--- config.mk ---
export PLATFORM = sky130hd
export DESIGN_NAME = vx_stream_arbiter
export DESIGN_NICKNAME = d
export VERILOG_FILES = /design/src/rtl/vx_stream_arbiter.sv
export SDC_FILE = /design/constraint.sdc
export NUM_CORES = 1
export LEC_CHECK = 0
export CAP_MARGIN = 20
export CORE_ASPECT_RATIO = 0.5
export CORE_MARGIN = 3
export CORE_UTILIZATION = 47
export CTS_BUF_LIST = sky130_fd_sc_hd__clkbuf_8
export CTS_CLUSTER_SIZE = 8
export DETAILED_ROUTE_END_ITERATION = 10
export HOLD_SLACK_MARGIN = 0.15
export PLACE_DENSITY_LB_ADDON = 0.1
export SYNTH_ARGS = -nofsm -noshare
export SYNTH_HDL_FRONTEND = slang
export SYNTH_SLANG_ARGS = --single-unit
--- constraint.sdc ---
create_clock -name clk -period 5.6 [get_ports clk]
set_input_delay 0.56 -clock clk [delete_from_list [all_inputs] [get_ports clk]]
set_output_delay 0.56 -clock clk [all_outputs]
set_load 0.03 [all_outputs]
--- src/rtl/vx_stream_arbiter.sv ---
// Round-robin N-to-1 valid/ready arbiter feeding a registered 2-entry output FIFO.
// Each output beat carries the index of the stream it came from.
module vx_stream_arbiter #(
    parameter  int unsigned NUM_REQS = 4,
    parameter  int unsigned DATAW    = 32,
    localparam int unsigned SELW     = (NUM_REQS > 1) ? $clog2(NUM_REQS) : 1
) (
    input  logic                      clk,
    input  logic                      reset,
    input  logic [NUM_REQS-1:0]       valid_in,
    input  logic [NUM_REQS*DATAW-1:0] data_in,
    output logic [NUM_REQS-1:0]       ready_in,
    output logic                      valid_out,
    output logic [DATAW-1:0]          data_out,
    output logic [SELW-1:0]           sel_out,
    input  logic                      ready_out
);

    typedef struct packed {
        logic [SELW-1:0]  sel;
        logic [DATAW-1:0] data;
    } entry_t;

    logic [SELW-1:0]     rr_ptr_q, rr_ptr_d;
    logic [1:0]          count_q, count_d;
    entry_t              head_q, head_d;
    entry_t              tail_q, tail_d;
    entry_t              new_entry;

    logic [DATAW-1:0]    data_arr [NUM_REQS];
    logic [SELW-1:0]     grant_idx;
    logic [SELW-1:0]     cand_idx;
    logic                grant_found;
    logic [NUM_REQS-1:0] grant_vec;
    logic                full;
    logic                push;
    logic                pop;

    for (genvar g = 0; g < NUM_REQS; g++) begin : g_unpack
        assign data_arr[g] = data_in[g*DATAW +: DATAW];
    end

    // Cyclic first-valid search starting at the priority pointer.
    always_comb begin
        grant_found = 1'b0;
        grant_idx   = '0;
        cand_idx    = '0;
        for (int unsigned k = 0; k < NUM_REQS; k++) begin
            cand_idx = SELW'((32'(rr_ptr_q) + k) % NUM_REQS);
            if (!grant_found && valid_in[cand_idx]) begin
                grant_found = 1'b1;
                grant_idx   = cand_idx;
            end
        end
    end

    always_comb begin
        grant_vec            = '0;
        grant_vec[grant_idx] = grant_found;
        full                 = (count_q == 2'd2);
        ready_in             = reset ? '0 : (grant_vec & ~{NUM_REQS{full}});
        push                 = grant_found & ~full & ~reset;
        valid_out            = (count_q != 2'd0);
        pop                  = valid_out & ready_out;
        data_out             = head_q.data;
        sel_out              = head_q.sel;
    end

    always_comb begin
        head_d         = head_q;
        tail_d         = tail_q;
        count_d        = count_q;
        rr_ptr_d       = rr_ptr_q;
        new_entry.sel  = grant_idx;
        new_entry.data = data_arr[grant_idx];
        if (push) begin
            rr_ptr_d = SELW'((32'(grant_idx) + 1) % NUM_REQS);
        end
        case ({push, pop})
            2'b10: begin
                if (count_q == 2'd0) begin
                    head_d = new_entry;
                end else begin
                    tail_d = new_entry;
                end
                count_d = count_q + 2'd1;
            end
            2'b01: begin
                head_d  = tail_q;
                count_d = count_q - 2'd1;
            end
            // push excludes full and pop excludes empty, so count is 1 here
            2'b11: head_d = new_entry;
            default: ;
        endcase
    end

    always_ff @(posedge clk) begin
        if (reset) begin
            count_q  <= '0;
            rr_ptr_q <= '0;
        end else begin
            count_q  <= count_d;
            rr_ptr_q <= rr_ptr_d;
        end
    end

    always_ff @(posedge clk) begin
        head_q <= head_d;
        tail_q <= tail_d;
    end

endmodule

After elaboration in Yosys (flattened, before gate mapping)
Cells that the tools add are included.
{"block": "totals", "regBits": 72, "in_bits": 135, "output_inout_bits": 39, "word_cells": 72}
{"block": "op_classes", "add_sub_neg": 6, "magnitude_cmp": 7, "n_eq_ne": 5, "n_mux": 25, "n_bitwise": 10, "n_reduce_logical": 13}
{"op": "34-bit case mux with 3 select lines", "count": 1}
{"op": "32-bit binary-select mux with 2-bit select", "count": 1}
{"op": "32-bit two-way mux", "count": 2}
{"op": "34-bit two-way mux", "count": 1}
{"op": "2-bit by 3-bit less-than comparator with 1-bit output, second input constant", "count": 5}
{"op": "1-bit two-way mux", "count": 9}
{"op": "4-bit AND", "count": 2}
{"op": "1-bit binary-select mux with 2-bit select", "count": 4}
{"op": "2-bit two-way mux", "count": 4}
{"op": "2-bit by 1-bit adder with 2-bit output, second input constant", "count": 3}
{"op": "2-bit == test, second input constant", "count": 3}
{"op": "2-bit adder, second input constant", "count": 2}
{"op": "1-bit logical AND", "count": 4}
{"op": "4-bit two-way mux", "count": 1}
{"op": "4-bit NOT", "count": 1}
{"op": "2-bit case mux with 2 select lines", "count": 1}
{"op": "2-bit AND reduction", "count": 2}
{"op": "2-bit nonzero test", "count": 2}
{"op": "1-bit AND", "count": 3}
{"op": "3-bit greater-or-equal comparator, second input constant", "count": 1}
{"op": "1-bit logical NOT", "count": 3}
{"op": "1-bit NOT", "count": 3}
{"op": "2-bit NOT with 3-bit output", "count": 1}
{"op": "3-bit nonzero test", "count": 1}
{"op": "other kinds (6)", "count": 6}

Longest topological paths before layout
Gate-level depths: netlist (run 1).
{"block": "depth", "ltp_word": 19, "ltp_mapped": 9, "ltp_nobuf": 8}

Worst setup path before layout (run 1)
Ideal clock, no wire load.
{"block": "synth_path", "kind": "input port to flip-flop", "startpoint": "in valid_in[3]", "endpoint": "reg head_q (netlist bit data_out[0]) (enable)", "arrival_ns": 3.220, "required_time_ns": 5.128, "path_slack_ns": 1.908, "cell_stages": 3, "cell_sequence": "nor2_1 -> a21o_1 -> o21ai_0"}
{"block": "synth_between", "elab_chain_len": 17}
{"item": "from (decl)", "line": "10", "source": "input logic [NUM_REQS-1:0] valid_in,"}
{"item": "1-bit binary-select mux with 2-bit select", "line": "50", "source": "if (!grant_found && valid_in[cand_idx]) begin"}
{"item": "1-bit two-way mux (implied by the code)", "line": "50"}
{"item": "1-bit two-way mux", "line": "50"}
{"item": "1-bit logical NOT", "line": "50"}
{"item": "1-bit logical AND", "line": "50"}
{"item": "1-bit two-way mux", "line": "50"}
{"item": "1-bit logical NOT", "line": "50"}
{"item": "1-bit logical AND", "line": "50"}
{"item": "1-bit two-way mux", "line": "50"}
{"item": "1-bit logical NOT", "line": "50"}
{"item": "1-bit logical AND", "line": "50"}
{"item": "1-bit two-way mux (*)", "line": "50"}
{"item": "1-bit AND (*) (2 in a row)", "line": "62", "source": "push = grant_found & ~full & ~reset;"}
{"item": "2-bit == test / 2-bit by 1-bit == test with 1-bit output (equally long branches)", "line": "79", "source": "case ({push, pop})"}
{"item": "2-bit != test (no line) / 3-bit nonzero test (equally long branches)"}
{"item": "2-bit AND reduction (no line) (*)"}
{"item": "to (signal assigned)", "line": "109", "source": "head_q <= head_d;"}
{"item": "to (decl)", "line": "26", "source": "entry_t head_q, head_d;"}
Mark *: on every way between the ends. The rest lies on a longest branch, timed or not. The select of a mux whose other input is x is not followed.
A chain may end at the register's enable or synchronous reset.

Worst setup path in the final report (run 1)
{"block": "layout_path", "startpoint": "in valid_in[0]", "endpoint": "out ready_in[0]"}
{"block": "layout_between", "elab_chain_len": 19}
{"item": "1-bit binary-select mux with 2-bit select", "line": "50"}
{"item": "1-bit two-way mux (implied by the code)", "line": "50"}
{"item": "1-bit two-way mux", "line": "50"}
{"item": "1-bit logical NOT", "line": "50"}
{"item": "1-bit logical AND", "line": "50"}
{"item": "1-bit two-way mux", "line": "50"}
{"item": "1-bit logical NOT", "line": "50"}
{"item": "1-bit logical AND", "line": "50"}
{"item": "[3 not listed]"}
{"item": "2-bit two-way mux", "line": "50"}
{"item": "2-bit by 3-bit less-than comparator with 1-bit output (implied by the code) / 2-bit by 1-bit greater-or-equal comparator with 1-bit output (equally long branches)", "line": "59", "source": "grant_vec[grant_idx] = grant_found;"}
{"item": "1-bit logical AND (implied by the code)", "line": "59"}
{"item": "1-bit two-way mux (implied by the code)", "line": "59"}
{"item": "1-bit demux with 2-bit select", "line": "59"}
{"item": "4-bit AND (no line) (*)"}
{"item": "4-bit AND (*)", "line": "61", "source": "ready_in = reset ? '0 : (grant_vec & ~{NUM_REQS{full}});"}
{"item": "4-bit two-way mux (*)", "line": "61"}
{"item": "to (decl)", "line": "12", "source": "output logic [NUM_REQS-1:0] ready_in,"}
Marked as above.

==> results of run 1 <==
[cell families (layout without fill, tap and decap cells)]
family	after synthesis	after routing
buffers and inverters	60	233
XOR/XNOR	3	3
AND/OR/NAND/NOR	21	21
adder cells (fa/ha/maj)	2	2
flip-flops	72	72
multiplexers	96	96
AO/OA/AOI/OAI	46	46
[cells in the mapped netlist (3+ instances only)]
cell type and count:
dfxtp_1 4, mux2i_1 96, a222oi_1 32, inv_1 38
nand2_1 3, a21oi_1 3, clkbuf_1 10, nor2_1 6
buf_2 4, o21ai_0 4, edfxtp_1 68, buf_4 5
[how the worst max path moves through the flow]
stage / cells after the start / slack (ns) / end
6_report: 7 / 1.63 / ready_in[0]
5_1_grt: 7 / 1.49 / ready_in[0]
4_1_cts: 7 / 1.63 / ready_in[0]
3_5_place_dp: 7 / 1.66 / ready_in[0]
3_3_place_gp: 8 / 1.67 / data_out[3]$_DFFE_PP_
2_1_floorplan: 3 / 1.91 / data_out[0]$_DFFE_PP_
[registers in the layout (all words and copies together) (netlist names)]
signal,cells
count_q,2
data_out,32
rr_ptr_q,2
sel_out,2
tail_q,34
[power by group]
part	leakage [nW]	internal [mW]	switching, mW
Clock	0.0980	0.246	0.191
Sequential	0.670	0.930	0.0735
Combinational	1.73	0.690	0.937
[area by class of cell]
cell class                 instances  area [um^2]  share of cell area
sequential                        72         2120               0.354
clock inverter                     7         86.3              0.0144
timing repair buffer             178         1790               0.298
inverter                          39          146              0.0244
clock buffer                       9          124              0.0206
tap                              108          135              0.0225
multi-input combinational        168         1600               0.266
[metal layers]
metal | part of all wire | vias up | wire length (um)
met5 | 0 | - | 0
met4 | 0.0094 | 0 | 97
met3 | 0.11 | 9 | 1090
met2 | 0.50 | 182 | 5130
met1 | 0.39 | 1520 | 4000
li1 | - | 1510 | -
[critical path, delay by kind of cell]
family / cells / cell delay, ns
AOI/OAI and AO/OA: 1 / 0.25
buffers and inverters: 3 / 1.59
and+or+nand+nor: 3 / 1.00
[metrics by stage]
stage	hold WS, ns	setup slack [ns]	utilization	cells	total power, mW
after global routing	0.553	1.49	0.776	581	3.22
after detailed placement	0.504	1.66	0.746	564	2.63
after floorplan	0.461	1.91	-	300	2.07
after global placement	0.487	1.67	0.744	563	2.56
after CTS	0.515	1.63	0.773	580	3.07
final	0.519	1.63	0.776	581	3.07
==> results.py, run 1 <==
metrics = {
    "timing": {
        "max_slew_margin": 0.359,
        "tightest_slew_ns": 0.960,
        "finClkSkew_ns": 0.00710,
        "rsz0062_at_grt": "no",
        "slew_violations": 0,
        "period_minus_slack_ns": 3.97,
        "fmax_mhz": 252,
        "fin_crit_sh": 0.708,
        "hold_viol": 0,
        "report.final.setup_viol": 0,
        "fin_setup_tns_ns": 0,
    },
    "clock_network": {
        "clk_pin_slew_ns": 0.07,
        "cts_buffers": 9,
        "clockBufferDepth": 2,
        "cts_tree": "yes",
        "hold_buffers": 0,
        "ctsResizeCount": 0,
        "cts.sinks": 72,
        "clock_latency_ns": 0.35,
        "cts_root_buf": "clkbuf_8",
        "post-cts-setup-buffer-count": 0,
        "cts-htree-levels": 3,
    },
    "synth": {
        "yosys.area_share.simple": 0.0317,
        "synthArstFlopShare": 0,
        "syn-num-nets": 437,
        "yosysTopAreaCell": "edfxtp_1",
        "yosysSeqAreaShare": 0.537,
        "ys_warn_count": 0,
        "synth_top_cell_area_share": 0.517,
        "synth_compound_area_frac": 0.109,
        "synth_area_leaders": "edfxtp_1 (52%), mux2i_1 (24%), a222oi_1 (8.1%), inv_1 (3.6%), dfxtp_1 (2.0%)",
        "synth-seq-cells": 72,
        "synth_top_family_by_area": "multiplexers",
        "syn_area_per_cell_um2": 13.2,
        "syn-instance-count": 300,
        "synth-edff-count": 68,
        "synth-xor-area-share": 0.00665,
        "synthMuxAreaShare": 0.243,
        "synth_fa_ha_area_frac": 0.00633,
        "synth.distinct_cells": 33,
        "netlist_area_um2": 3950,
        "synth-main-ff-cell": "edfxtp_1",
    },
    "power": {
        "power.leakage_nw": 2.50,
        "p_per_area_nw_per_um2": 511,
        "vdd.ir_drop.worst_mv": 0.233,
    },
    "global_route": {
        "grt_overflow_total": 0,
        "top_usage_layer": "met2",
        "grt_max_degree": 43,
        "track_usage": 0.212,
        "grtUsageMet2": 0.369,
        "antenna_found_initial": 0,
        "use_met1": 0.258,
        "global_route.usage.met3": 0.0788,
        "first_global_vias": 3235,
        "grt_first_pass_wirelength_um": 15800,
    },
    "floorplanning": {
        "rows": 22,
        "die_width_um": 136,
        "core_um2": 7730,
        "die_h_um": 70.8,
        "pin_count": 174,
        "dieArea_um2": 9610,
        "start_util": 0.511,
    },
    "placement": {
        "io_buffers": 173,
        "place_area_um2": 5770,
        "gp_congestion": 0.823,
        "dp_hpwl_um": 7430,
    },
    "worst_setup_path": {
        "cp-end-kind": "output pin",
        "slowest_stage": "nor3_4",
        "r2r_end": "data_out[2]$_DFFE_PP_",
        "startpoint": "valid_in[0]",
        "max_stage_delay_ns": 0.67,
        "r2r_cells": 7,
        "crit_top_cell": "clkdlybuf4s50_1",
        "critical_path.cell_chain": "clkdlybuf4s50_1 -> and2b_1 -> o21ba_2 -> nor3_4 -> buf_4 -> nor2_1 -> clkdlybuf4s50_1",
        "critPathKind": "in -> out",
        "critPathRequiredTime_ns": 5.04,
        "cp_max_fo": 25,
        "r2r_start": "rr_ptr_q[0]$_SDFFE_PP0P_",
        "r2r_slack_ns": 2.61,
        "cp.arrival_ns": 3.41,
        "crit_path_start_kind": "input pin",
    },
    "final_layout": {
        "syn_to_final_growth_pct": 51.9,
        "final_net_count": 605,
        "fillers": 471,
        "stdcell_area_um2": 6000,
        "layout_commonest_cell": "clkdlybuf4s50_1",
        "most-common-layout-cells": "clkdlybuf4s50_1 (173), mux2i_1 (96), edfxtp_1 (68)",
        "diodes": 0,
        "drive_gt1_frac": 0.0634,
    },
    "detailed_routing": {
        "wl_um": 10300,
        "vias_per_cell": 5.54,
        "drc": 0,
        "drt_first_pass_iters": 6,
        "via_count": 3221,
        "first_iter_violations": 291,
        "ant_nets": 0,
        "routedWlPerCell_um": 17.8,
    },
    "worst_hold_path": {
        "hp-start": "count_q[1]$_SDFFE_PP0P_",
        "holdPathEnd": "count_q[1]$_SDFFE_PP0P_",
        "holdPathStages": 2,
        "hp-class": "reg -> reg",
    },
    "status": {
        "status": "complete, no violations",
    },
    "run": {
        "cap_violations": 0,
    },
}
No activity file was read; power rests on OpenSTA's default activity.
==> inputs of run 2 (changes only) <==
Settings changed: CORE_UTILIZATION 47 to 44.
Clock period 5.6 ns to 3.8 ns, I/O delays scaled along.
==> results.py, run 2 (synthesis gave the netlist of run 1 again) <==
metrics = {
    "clock_network": {
        "ctsResizeCount": 0,
        "cts_buffers": 9,
        "cts_tree": "yes",
        "cts.sinks": 72,
        "cts_root_buf": "clkbuf_8",
        "hold_buffers": 0,
        "clock_latency_ns": 0.35,
        "cts-htree-levels": 3,
        "post-cts-setup-buffer-count": 0,
        "clockBufferDepth": 2,
        "clk_pin_slew_ns": 0.08,
    },
    "final_layout": {
        "final_net_count": 609,
        "most-common-layout-cells": "clkdlybuf4s50_1 (173), mux2i_1 (96), edfxtp_1 (68)",
        "final-instance-count-excl-fill": 589,
        "syn_to_final_growth_pct": 51.6,
        "drive_gt1_frac": 0.0734,
        "diodes": 0,
        "multi_input_area_um2": 1600,
        "top_register": "tail_q",
        "layout_commonest_cell": "clkdlybuf4s50_1",
        "fillers": 588,
        "largest_register_ffs": 34,
        "seqCellArea_um2": 2120,
    },
    "floorplanning": {
        "dieArea_um2": 10200,
        "die_h_um": 73.0,
        "pin_count": 174,
        "die_width_um": 140,
        "rows": 23,
        "core_um2": 8350,
        "start_util": 0.474,
    },
    "global_route": {
        "antenna_found_initial": 0,
        "track_usage": 0.210,
        "grt_first_pass_wirelength_um": 16700,
        "grt_overflow_total": 0,
        "grt_max_degree": 52,
        "first_global_vias": 3410,
    },
    "detailed_routing": {
        "routedWlPerCell_um": 18.3,
        "vias_per_cell": 5.44,
        "first_iter_violations": 285,
        "wl_um": 10800,
        "ant_nets": 0,
        "drc": 0,
        "drt_first_pass_iters": 8,
        "via_count": 3206,
    },
    "worst_setup_path": {
        "crit_path_start_kind": "input pin",
        "critPathRequiredTime_ns": 3.42,
        "critPathKind": "in -> out",
        "cp-end-kind": "output pin",
        "cp_max_fo": 7,
        "cp.arrival_ns": 2.80,
    },
    "status": {
        "status": "complete, no violations",
    },
    "timing": {
        "hold_viol": 0,
        "slew_violations": 0,
        "max_slew_margin": 0.424,
        "tightest_slew_ns": 0.864,
        "report.final.setup_viol": 0,
        "fmax_mhz": 315,
        "fin_setup_tns_ns": 0,
        "rsz0062_at_grt": "no",
        "period_minus_slack_ns": 3.18,
        "finClkSkew_ns": 0.0110,
        "fin_crit_sh": 0.836,
    },
    "placement": {
        "dp_hpwl_um": 7920,
        "numPlacedInstances": 573,
        "io_buffers": 173,
        "gp_congestion": 0.855,
    },
    "power": {
        "total_power_mw": 4.47,
        "p_per_area_nw_per_um2": 746,
        "vdd.ir_drop.worst_mv": 0.432,
        "power.leakage_nw": 2.51,
    },
    "run": {
        "cap_violations": 0,
    },
    "worst_hold_path": {
        "hp-class": "reg -> reg",
    },
}
==> run 2: changes by cell type in the layout (fill, tap and decap cells not counted), sizes merged <==
cell    delta
buf        +4
bufinv     -1
inv        +1
==> run 2: cell type report <==
type / count / share of cell area
repair buffers: 182 / 0.300
multi-input cells: 168 / 0.266
flip-flops and latches: 72 / 0.354
clock buffers: 9 / 0.0207
inverters: 39 / 0.0244
clock inverters: 7 / 0.0106
well taps: 112 / 0.0234
==> run 2: layer usage <==
metal | track usage | vias to the layer above | share of wire
li1 | - | 1517 | -
met5 | 0 | - | 0
met1 | 0.224 | 1526 | 0.38
met4 | 0.0623 | 0 | 0.0093
met2 | 0.396 | 151 | 0.53
met3 | 0.0759 | 12 | 0.085
==> run 2: per-stage QoR <==
stage	cell area [um^2]	worst slack (ns)	hold WS [ns]	utilization
floorplan	3950	0.153	0.449	-
global placement	5800	0.615	0.490	0.696
detailed placement	5800	0.313	0.511	0.696
CTS	5990	0.665	0.526	0.718
global route	5990	0.503	0.546	0.718
finish	5990	0.623	0.528	0.718
==> run 2: path summary, 6_finish.rpt <==
path / start / to / slack [ns] / cells after the start
max: valid_in[1] / ready_in[1] / 0.62 / 7
min: rr_ptr_q[0]$_SDFFE_PP0P_ / rr_ptr_q[0]$_SDFFE_PP0P_ / 0.53 / 2
max reg2reg: count_q[0]$_SDFFE_PP0P_ / data_out[21]$_DFFE_PP_ / 1.11 / 7
min reg2reg: rr_ptr_q[0]$_SDFFE_PP0P_ / rr_ptr_q[0]$_SDFFE_PP0P_ / 0.53 / 2
==> run 2: power breakdown <==
group | internal, mW | total [mW] | switching [mW]
registers | 1.37 | 1.48 | 0.105
logic | 1.01 | 2.41 | 1.40
clock network | 0.297 | 0.585 | 0.288
==> run 2: critical path, cell delays in order <==
cell and delay (ns):
clkdlybuf4s50_1 0.55, nor2_1 0.11, a21o_1 0.21, a21oi_1 0.45, inv_1 0.17, nor3_1 0.22
clkdlybuf4s50_1 0.70
==> inputs of run 3 (changes only) <==
Settings changed: CORE_UTILIZATION 44 to 39.
Clock period 3.8 ns to 2.6 ns, I/O delays scaled along.
==> results.py, run 3 (synthesis gave the netlist of run 1 again) <==
metrics = {
    "status": {
        "status": "complete, no violations",
    },
    "power": {
        "vdd.ir_drop.worst_mv": 0.610,
        "p_per_area_nw_per_um2": 1080,
        "power.leakage_nw": 2.60,
    },
    "global_route": {
        "first_global_vias": 3292,
        "grt_first_pass_wirelength_um": 16400,
        "track_usage": 0.181,
        "antenna_found_initial": 0,
        "grt_overflow_total": 0,
        "grt_max_degree": 38,
    },
    "clock_network": {
        "post-cts-setup-buffer-count": 0,
        "clock_latency_ns": 0.35,
        "cts_root_buf": "clkbuf_8",
        "cts_tree": "yes",
        "cts.sinks": 72,
        "clk_pin_slew_ns": 0.08,
        "cts_buffers": 9,
        "clockBufferDepth": 2,
        "cts-htree-levels": 3,
    },
    "floorplanning": {
        "start_util": 0.409,
        "pin_count": 174,
        "dieArea_um2": 11500,
        "core_um2": 9670,
        "die_h_um": 77.2,
        "die_width_um": 148,
        "rows": 25,
    },
    "timing": {
        "period_minus_slack_ns": 2.44,
        "finClkSkew_ns": 0.00853,
        "timing.hold.ws_ns": 0.517,
        "fin_crit_sh": 0.940,
        "tightest_slew_ns": 0.487,
        "slew_violations": 0,
        "report.final.setup_viol": 0,
        "rsz0062_at_grt": "no",
        "max_slew_margin": 0.675,
        "hold_viol": 0,
        "fmax_mhz": 409,
    },
    "placement": {
        "dp_hpwl_um": 7870,
        "place_area_um2": 5950,
        "gp_congestion": 0.804,
        "io_buffers": 173,
    },
    "worst_setup_path": {
        "critPathRequiredTime_ns": 2.34,
        "crit_path_start_kind": "input pin",
        "cp.arrival_ns": 2.18,
        "cp_max_fo": 37,
        "critPathKind": "in -> out",
        "cp-end-kind": "output pin",
    },
    "final_layout": {
        "multi_input_area_um2": 1600,
        "largest_register_ffs": 34,
        "fillers": 752,
        "top_register": "tail_q",
        "layout_commonest_cell": "clkdlybuf4s50_1",
        "diodes": 0,
        "final_net_count": 618,
        "most-common-layout-cells": "clkdlybuf4s50_1 (169), mux2i_1 (96), edfxtp_1 (68)",
        "syn_to_final_growth_pct": 55.4,
        "seqCellArea_um2": 2120,
        "stdcell_area_um2": 6140,
        "drive_gt1_frac": 0.0967,
    },
    "detailed_routing": {
        "via_count": 3226,
        "first_iter_violations": 292,
        "routedWlPerCell_um": 16.8,
        "wl_um": 10400,
        "drc": 0,
        "drt_first_pass_iters": 7,
        "vias_per_cell": 5.19,
        "ant_nets": 0,
    },
    "worst_hold_path": {
        "hp-class": "reg -> reg",
    },
    "run": {
        "cap_violations": 0,
    },
}
## run 3: cell count changes in the layout (fill, tap and decap cells not counted), moves of 2 or more
cell | previous run | this run
clkinvlp_4 | 2 | 0
clkdlybuf4s50_1 | 173 | 169
clkinv_4 | 0 | 2
buf_12 | 0 | 4
buf_4 | 9 | 16
## run 3: worst max-delay path, cell delays in order
cell             delay (ns)
clkdlybuf4s50_1        0.56
inv_1                  0.10
a2111oi_4              0.41
nor2_4                 0.10
buf_6                  0.25
inv_2                  0.12
and3_1                 0.24
buf_12                 0.14
## run 3: report_power, final
part | leakage [nW] | switching [mW] | internal [mW] | total, mW
sequential | 0.670 | 0.146 | 2.00 | 2.14
combinational | 1.83 | 2.04 | 1.57 | 3.61
clock | 0.106 | 0.412 | 0.436 | 0.848
## run 3: layout make-up
type	instances	area share
inverter	39	0.0238
sequential	72	0.346
clock buffer	9	0.0202
clock inverter	7	0.0106
multi-input combinational	168	0.260
timing repair buffer	191	0.312
tap	135	0.0275
## run 3: final timing paths
check                                        startpoint                 endpoint  slack [ns]  cells past startpoint
worst max-delay path                        valid_in[1]              ready_in[3]        0.16                      8
worst min-delay path            count_q[1]$_SDFFE_PP0P_  count_q[1]$_SDFFE_PP0P_        0.52                      2
worst min register to register  count_q[1]$_SDFFE_PP0P_  count_q[1]$_SDFFE_PP0P_        0.52                      2
worst max register to register  count_q[0]$_SDFFE_PP0P_    data_out[4]$_DFFE_PP_        0.45                      7
## run 3: layer usage
metal / track usage / vias up / wire length [um]
met5: 0 / - / 0
met4: 0.0470 / 0 / 68
met3: 0.0626 / 8 / 946
met2: 0.323 / 154 / 5380
met1: 0.209 / 1532 / 4050
li1: - / 1532 / -
## run 3: stage by stage
stage | util | TNS [ns] | power (mW) | std cells | setup WS [ns]
2_1_floorplan | - | 0 | 4.45 | 300 | 0.333
3_3_place_gp | 0.615 | 0 | 5.69 | 605 | 0.0879
3_5_place_dp | 0.615 | -0.0279 | 5.80 | 605 | -0.0196
4_1_cts | 0.635 | 0 | 6.67 | 621 | 0.0316
5_1_grt | 0.635 | 0 | 6.97 | 621 | 0.0555
6_report | 0.635 | 0 | 6.60 | 621 | 0.156
## run 3: timing repair
| item | CTS | global route |
|---|---|---|
| gates resized for setup | 0 | 2 |
| setup endpoints to repair | 0 | 2 |
| hold buffers | 0 | 0 |
